### config.mk
export PLATFORM = sky130hd
export DESIGN_NAME = ram_sp_cfg
export DESIGN_NICKNAME = d
export VERILOG_FILES = /design/src/rtl/ram_sp_cfg.sv
export SDC_FILE = /design/constraint.sdc
export NUM_CORES = 2
export LEC_CHECK = 0
export CELL_PAD_IN_SITES_DETAIL_PLACEMENT = 0
export CELL_PAD_IN_SITES_GLOBAL_PLACEMENT = 2
export CORE_MARGIN = 2
export CORE_UTILIZATION = 53
export CTS_BUF_LIST = sky130_fd_sc_hd__clkbuf_8
export DETAILED_ROUTE_END_ITERATION = 7
export MAX_ROUTING_LAYER = met4
export PLACE_DENSITY_LB_ADDON = 0.1
export SYNTH_ARGS = -nofsm -noshare
export SYNTH_HDL_FRONTEND = slang
export SYNTH_SLANG_ARGS = --single-unit
### constraint.sdc
create_clock -name clk -period 6.5 [get_ports clk]
set_clock_uncertainty 0.05 [all_clocks]
set_input_delay 0.65 -clock clk [delete_from_list [all_inputs] [get_ports clk]]
set_output_delay 0.65 -clock clk [all_outputs]
set_load 0.05 [all_outputs]
### src/rtl/ram_sp_cfg.sv
// ram_sp_cfg: single-port synchronous RAM for the 16-bit RISC datapath.
// Configurable width/depth, byte write enables, read-during-write mode,
// 1- or 2-cycle read latency, and a post-reset clear engine.
module ram_sp_cfg #(
  parameter int DATA_W   = 16,
  parameter int ADDR_W   = 8,
  parameter int RD_LAT   = 1,
  parameter int RDW_MODE = 0,
  parameter int CLR_EN   = 1,
  parameter logic [DATA_W-1:0] INIT_VAL = '0
) (
  input  logic                  clk,
  input  logic                  reset,
  input  logic                  en,
  input  logic [DATA_W/8-1:0]   be,
  input  logic [ADDR_W-1:0]     addr,
  input  logic [DATA_W-1:0]     din,
  output logic [DATA_W-1:0]     dout,
  output logic                  rvalid,
  output logic                  busy
);

  localparam int NB    = DATA_W / 8;
  localparam int DEPTH = 1 << ADDR_W;

  localparam logic [0:0] ST_CLEAR = 1'b0;
  localparam logic [0:0] ST_RUN   = 1'b1;

  logic [DATA_W-1:0] mem [DEPTH];

  logic [0:0]        state_q, state_d;
  logic [ADDR_W-1:0] clr_ptr_q, clr_ptr_d;

  logic              run_access;
  logic              rdw_hold;
  logic [NB-1:0]     wr_be;
  logic [ADDR_W-1:0] wr_addr;
  logic [DATA_W-1:0] wr_data;
  logic [DATA_W-1:0] mem_rdata;
  logic [DATA_W-1:0] rd_merge;
  logic [DATA_W-1:0] rd_data_q;
  logic              rd_valid_q;

  assign busy       = (state_q == ST_CLEAR);
  assign run_access = !reset && (state_q == ST_RUN) && en;
  // In no-change mode a write access leaves the read slot exactly as it was.
  assign rdw_hold   = (RDW_MODE == 2) && (|be);
  assign mem_rdata  = mem[addr];

  // Clear engine next state: walk every address once, then hand over to RUN.
  always_comb begin
    state_d   = state_q;
    clr_ptr_d = clr_ptr_q;
    if (state_q == ST_CLEAR) begin
      clr_ptr_d = clr_ptr_q + ADDR_W'(1);
      if (clr_ptr_q == {ADDR_W{1'b1}}) begin
        state_d = ST_RUN;
      end
    end
  end

  // FSM and clear pointer registers; reset restarts the clear from address 0.
  always_ff @(posedge clk) begin
    if (reset) begin
      state_q   <= (CLR_EN != 0) ? ST_CLEAR : ST_RUN;
      clr_ptr_q <= '0;
    end else begin
      state_q   <= state_d;
      clr_ptr_q <= clr_ptr_d;
    end
  end

  // Single write port shared by the clear engine and user writes.
  always_comb begin
    wr_be   = '0;
    wr_addr = addr;
    wr_data = din;
    if (!reset && (state_q == ST_CLEAR)) begin
      wr_be   = '1;
      wr_addr = clr_ptr_q;
      wr_data = INIT_VAL;
    end else if (run_access) begin
      wr_be   = be;
    end
  end

  // Array write with per-lane enables; unselected lanes keep their contents.
  always_ff @(posedge clk) begin
    for (int i = 0; i < NB; i++) begin
      if (wr_be[i]) begin
        mem[wr_addr][8*i +: 8] <= wr_data[8*i +: 8];
      end
    end
  end

  // Write-first mode forwards the enabled lanes of din; other modes show old data.
  generate
    for (genvar gi = 0; gi < NB; gi++) begin : g_lane
      assign rd_merge[8*gi +: 8] = ((RDW_MODE == 1) && be[gi]) ? din[8*gi +: 8]
                                                                : mem_rdata[8*gi +: 8];
    end
  endgenerate

  // Array output register: first read pipeline slot.
  always_ff @(posedge clk) begin
    if (reset) begin
      rd_data_q  <= '0;
      rd_valid_q <= 1'b0;
    end else if (!run_access) begin
      rd_valid_q <= 1'b0;
    end else if (!rdw_hold) begin
      rd_valid_q <= 1'b1;
      rd_data_q  <= rd_merge;
    end
  end

  generate
    if ((DATA_W % 8) != 0 || DATA_W < 8) begin : g_bad_width
      $error("ram_sp_cfg: DATA_W must be a positive multiple of 8");
    end

    if (RD_LAT == 1) begin : g_lat1
      assign dout   = rd_data_q;
      assign rvalid = rd_valid_q;
    end else if (RD_LAT == 2) begin : g_lat2
      logic [DATA_W-1:0] out_data_q;
      logic              out_valid_q;

      // Extra output register; data only advances with a valid slot so dout holds when idle.
      always_ff @(posedge clk) begin
        if (reset) begin
          out_data_q  <= '0;
          out_valid_q <= 1'b0;
        end else begin
          out_valid_q <= rd_valid_q;
          if (rd_valid_q) begin
            out_data_q <= rd_data_q;
          end
        end
      end

      assign dout   = out_data_q;
      assign rvalid = out_valid_q;
    end else begin : g_bad_lat
      $error("ram_sp_cfg: RD_LAT must be 1 or 2");
      assign dout   = '0;
      assign rvalid = 1'b0;
    end
  endgenerate

endmodule

# [Word-level counts from Yosys, hierarchy flattened]
# Memory sizes are Yosys's and may differ from the RTL's. A register that Yosys moved wholly into a read port is not among the register bits.
# Cells that the tools add are included.
[classes] n_eq_ne=1 mux=11 n_bitwise=1 n_reduce_logical=4 addsub=1
[ops] op="16-bit 2-to-1 mux" n=1
[ops] op="8-bit by 1-bit adder with 8-bit output, second input constant" n=1
[ops] op="8-bit == test, second input constant" n=1
[ops] op="8-bit 2-to-1 mux" n=1
[ops] op="1-bit 2-to-1 mux" n=7
[ops] op="2-bit 2-to-1 mux" n=2
[ops] op="1-bit logical AND" n=3
[ops] op="1-bit logical NOT" n=1
[ops] op="1-bit inverter" n=1
[word_totals] ramBits=4096 reg_bits=10 input_bits=29 word_cells=22 mem_count=1
[mem_list] memory="mem" depth=256 word_bits=16 read_ports=1 rd_clocked_by_memory_dff=1 wr=1 line_no="29" rtl="logic [DATA_W-1:0] mem [DEPTH];"

# [Depth between registers and ports, before layout]
[depth] ltp_word=7 depth_mapped=14

# [Worst setup path after synthesis]
# Ideal clock, no wire load.
[synth_timing] kind="input -> register" startpoint="input reset" endpoint="memory mem[0][10] (data pin)" cell_stages=5 setup_slack_ns=0.918 path_buffers=3 required_ns=5.580 setup_time_ns=0.870 t_arrival_ns=4.662 cell_sequence="or2_0 > clkbuf_1 > clkbuf_1 > clkbuf_1 > and2_1"
[synth_via] elab_chain_cells=3
[synth_rtl] item="start, declared" line_no="13" rtl="input logic reset,"
[synth_rtl] item="1-bit logical NOT" line_no="78" rtl="if (!reset && (state_q == ST_CLEAR)) begin"
[synth_rtl] item="1-bit logical AND" line_no="78"
[synth_rtl] item="16-bit 2-to-1 mux" line_no="78"
[synth_rtl] item="via wr_data[10]" line_no="38" rtl="logic [DATA_W-1:0] wr_data;"
[synth_rtl] item="end, declared" line_no="29"
# The timed path passes the listed nets, and every way through them passes these cells.

# [Worst setup path after layout]
[layout_timing] startpoint="register state_q" endpoint="memory mem[39][4], enable pin"
[layout_via] elab_chain_cells=6
[layout_rtl] item="start, declared" line_no="31" rtl="logic [0:0] state_q, state_d;"
[layout_rtl] item="start signal, assigned" line_no="65" rtl="state_q <= (CLR_EN != 0) ? ST_CLEAR : ST_RUN;"
[layout_rtl] item="start signal, assigned" line_no="68" rtl="state_q <= state_d;"
[layout_rtl] item="1-bit logical AND (2 in a row)" line_no="45" rtl="assign run_access = !reset && (state_q == ST_RUN) && en;"
[layout_rtl] item="2-bit 2-to-1 mux" line_no="82" rtl="end else if (run_access) begin"
[layout_rtl] item="2-bit 2-to-1 mux" line_no="78"
[layout_rtl] item="1-bit 2-to-1 mux" line_no="90" rtl="if (wr_be[i]) begin"
[layout_rtl] item="1-bit 2-to-1 mux (implied by the code)" line_no="91" rtl="mem[wr_addr][8*i +: 8] <= wr_data[8*i +: 8];"
# Several ways; a longest one is shown, not always the timed one.

==> impl_results.rst <==
.. list-table::
   :header-rows: 1

   * - Metric
     - Value
   * - Outcome
     - finished, final reports clean
   * - Seq/Total Area, Yosys
     - 76.82%
   * - Number of global-route vias before repair
     - 81330
   * - Maximum clock frequency
     - 213.1 MHz
   * - Worst-Margin Slew
     - 1.335 ns
   * - Hold Crit Depth
     - 4
   * - Hold_buf cts
     - 0
   * - Vias
     - 81040
   * - Max Cap Viol
     - 0
   * - Detailed Place HPWL
     - between 200000 and 300000 µm
   * - Leading register cell type out of synthesis
     - edfxtp_1
   * - Period utilization
     - slightly above 70%
   * - Overflow left after global routing
     - 0
   * - Most frequent standard cell in the layout excluding fill and tap cells
     - edfxtp_1
   * - Leakage power of the design
     - 56.85 nW
   * - Path class of the lowest-slack min-delay path
     - input pin to flip-flop
   * - Unrepaired setup endpoints after global routing
     - false
   * - Cell total after placement
     - 11420
   * - Syn Area/Cell
     - approximately 21 µm²
   * - Share of final-layout standard cells stronger than drive strength 1
     - about a quarter
   * - Post-Synthesis Net Count
     - about 7700
   * - Global-route wire length before repair
     - 630500 µm
   * - Initial antenna violation count
     - 21
   * - FF+latch count, synth
     - 4122
   * - Largest fanout of any net on the critical path
     - 17
   * - Resize count post-CTS
     - 0
   * - Footprint of the flip-flops and latches
     - 0.1235 mm²
   * - Final Max Tran Viols
     - 0
   * - Overall die height
     - 554.8 µm
   * - Source of the worst hold timing path
     - addr[5]
   * - Worst-skew pair later-pin latency
     - 1.22 ns
   * - Horizontal extent of the die
     - 554.8 µm
   * - Number of clock buffers inserted by TritonCTS
     - 655
   * - Floorplan die area
     - 0.3078 mm²
   * - Final critical delay including setup and external delays
     - 4.692 ns
   * - Non-filler instance count after layout
     - 12610
   * - Number of unique standard cell types used by synthesis
     - 70
   * - Initial cell density of the core
     - ~53%
   * - DRC
     - 0
   * - Number of nets in the final layout
     - 8125
   * - Crit Reg-Reg Startpoint
     - state_q$_SDFF_PP0_
   * - Number of top-level pins
     - between 40 and 50
   * - Count of flip-flops with a built-in enable after synthesis
     - 4096
   * - Via/cell ratio
     - 6.426
   * - Largest buffer count on any clock path
     - 4
   * - Count of endpoints failing hold in the final timing report
     - 0
   * - Crit path max-delay cell type
     - nand3_1
   * - Total standard cell area after synthesis
     - 0.1608 mm²
   * - Std cell rows
     - 202
   * - Clock transition time at the flip-flop clock pins of the worst setup and hold paths
     - about 0.07 ns
   * - Cell area power density
     - 296.2 mW/mm²
   * - Number of clock sinks
     - 4122
   * - Critical path class
     - flip-flop to flip-flop
   * - Sum of buffers and inverters on the critical path
     - 1
   * - Final setup fails
     - 0
   * - Worst-case register-to-register setup slack
     - 1.81 ns
   * - Worst setup EP type
     - flip-flop
   * - Worst slew margin relative to its limit
     - 10.42%
   * - Most common cell type on the critical path
     - nor2_1
   * - CP max stage delay
     - between 1 and 1.5 ns
   * - First DRT Iteration DRCs
     - 10160
   * - Critical register-to-register path endpoint
     - mem[39][4]$_DFFE_PP_
   * - Post-synthesis async set-or-reset flop share
     - 0%
   * - Filler cells
     - 21920
   * - Multi-input combinational cell area
     - 0.03462 mm²
   * - Antenna-violating nets left
     - 0
   * - Setup bufs post-CTS
     - 0
   * - Pin count of the biggest net entering global routing
     - 170
   * - Worst-case reg-to-reg path depth
     - 5
   * - Type of origin of the critical path
     - flip-flop
   * - Area Overhead vs Synth
     - 10.81%
   * - Gate count of the mapped netlist
     - 7622
   * - Arrival time worst endpoint
     - ~5.4 ns
   * - Number of H-tree levels
     - 6
   * - Chain of cells forming the critical path
     - nor2_1, buf_4, o21ai_1, nand3_1, nor2_1
   * - Sum Neg Setup Slack
     - 0 ns
   * - Total iterations of the first detailed-routing run
     - 6
   * - Final routed wirelength across all metal layers
     - 450700 µm
   * - Commonest cells after routing, fill and taps aside
     - 4096 x edfxtp_1, 949 x mux4_2, 670 x clkbuf_8, 602 x nor2_1, 426 x mux2i_1
   * - Endpoint with the worst hold slack
     - dout[11]$_SDFFE_PP0N_
   * - Core region area
     - 0.3023 mm²
   * - I/O Buffers
     - 46
   * - Peak VDD IR
     - 182.9 µV
   * - Weighted congestion reported at the end of routability-driven placement
     - 0.8686
   * - Required time of the worst setup path
     - 7.24 ns
   * - Global-route total usage across every layer
     - 30.14%
   * - Average wire per standard cell
     - roughly 36 µm
   * - TritonCTS clock tree
     - built
   * - Cell family contributing the most delay on the critical path
     - simple AND/OR/NAND/NOR gates
   * - Number of warnings printed during yosys synthesis
     - 0
   * - Root Driver
     - clkbuf_8
worst max-delay path by stage:
stage / from / end / slack [ns] / cells past startpoint
2_1_floorplan: reset / mem[0][10]$_DFFE_PP_ / 0.92 / 5
3_3_place_gp: reset / mem[37][0]$_DFFE_PP_ / 1.02 / 7
3_5_place_dp: reset / mem[38][0]$_DFFE_PP_ / 1.02 / 7
4_1_cts: state_q$_SDFF_PP0_ / mem[37][7]$_DFFE_PP_ / 1.91 / 5
5_1_grt: state_q$_SDFF_PP0_ / mem[37][7]$_DFFE_PP_ / 1.78 / 5
6_report: state_q$_SDFF_PP0_ / mem[39][4]$_DFFE_PP_ / 1.81 / 5
worst register-to-register path, delay by kind of cell (launching register included):
kind / cells / cell delay, ns
AOI/OAI and AO/OA: 1 / 1.04
buffers and inverters: 1 / 0.22
and+or+nand+nor: 3 / 2.36
DFF: 1 / 0.61
cell type report:
type	instances	area share [%]
clock buffers	670	5.175
repair buffers	283	1.649
diodes	22	0.03090
well taps	3978	2.793
clock inverters	504	1.576
flip-flops and latches	4122	69.32
multi-input cells	3028	19.43
inverters	5	0.02036
power breakdown:
group	internal [mW]	switching (mW)	total (mW)
logic	0.931	1.97	2.90
clock network	10.4	10.2	20.6
registers	29.3	0.0107	29.3
total	40.6	12.2	52.8
stage by stage:
| stage | hold WS (ns) | setup slack [ns] | total power [mW] | area [µm²] | util (%) |
|---|---|---|---|---|---|
| after floorplan | 0.4859 | 0.9177 | 31.59 | 160800 | - |
| after global placement | 0.5308 | 1.023 | 32.70 | 166100 | 54.95 |
| after detailed placement | 0.5385 | 1.023 | 32.73 | 166100 | 54.95 |
| after CTS | 0.09522 | 1.906 | 53.09 | 178100 | 58.93 |
| after global routing | 0.1563 | 1.779 | 54.30 | 178200 | 58.94 |
| final | 0.2038 | 1.808 | 52.78 | 178200 | 58.95 |
layer usage:
| metal | vias to the layer above | part of all wire (%) | track usage (%) |
|---|---|---|---|
| met2 | 4121 | 47 | 45.63 |
| met5 | - | 0 | - |
| met1 | 43400 | 41 | 42.35 |
| li1 | 32890 | - | - |
| met3 | 634 | 8.8 | 5.992 |
| met4 | 0 | 2.8 | 8.195 |
state kept, by name, indices dropped and copies added, names as in the netlist:
register	cells
clr_ptr_q	8
mem	4096
state_q	1
rvalid	1
dout	16
synthesized netlist by cell type (all sizes together) (6+ instances only):
master | n | area share (%)
edfxtp | 4096 | 76
mux4 | 949 | 13
nor2 | 605 | 1.4
mux2i | 426 | 2.7
buf | 287 | 1.4
clkbuf | 180 | 0.42
nand2 | 180 | 0.42
o221ai | 123 | 0.67
a21oi | 102 | 0.32
o22ai | 96 | 0.37
nand3 | 74 | 0.23
o21ai | 74 | 0.23
and2 | 43 | 0.17
a211oi | 42 | 0.20
a31oi | 39 | 0.15
nor3 | 39 | 0.12
a22oi | 27 | 0.13
dfxtp | 26 | 0.32
nand4 | 20 | 0.078
o21a | 17 | 0.079
nor2b | 15 | 0.058
nand3b | 12 | 0.056
nor4 | 12 | 0.047
o211ai | 12 | 0.059
and3 | 11 | 0.043
o31ai | 11 | 0.060
a22o | 10 | 0.054
mux2 | 10 | 0.070
or3 | 6 | 0.023
or4 | 6 | 0.028
xor2 | 6 | 0.033
cell families after synthesis:
group / count (synthesis) / share of synthesized area [%]
AO/OA/AOI/OAI: 601 / 2.590
buffers and inverters: 472 / 1.803
flip-flops: 4122 / 76.82
XOR/XNOR: 7 / 0.03813
AND/OR/NAND/NOR: 1034 / 2.732
multiplexers: 1385 / 16.01
adder cells (fa/ha/maj): 1 / 0.007780
(Power assumes the default switching activity.)
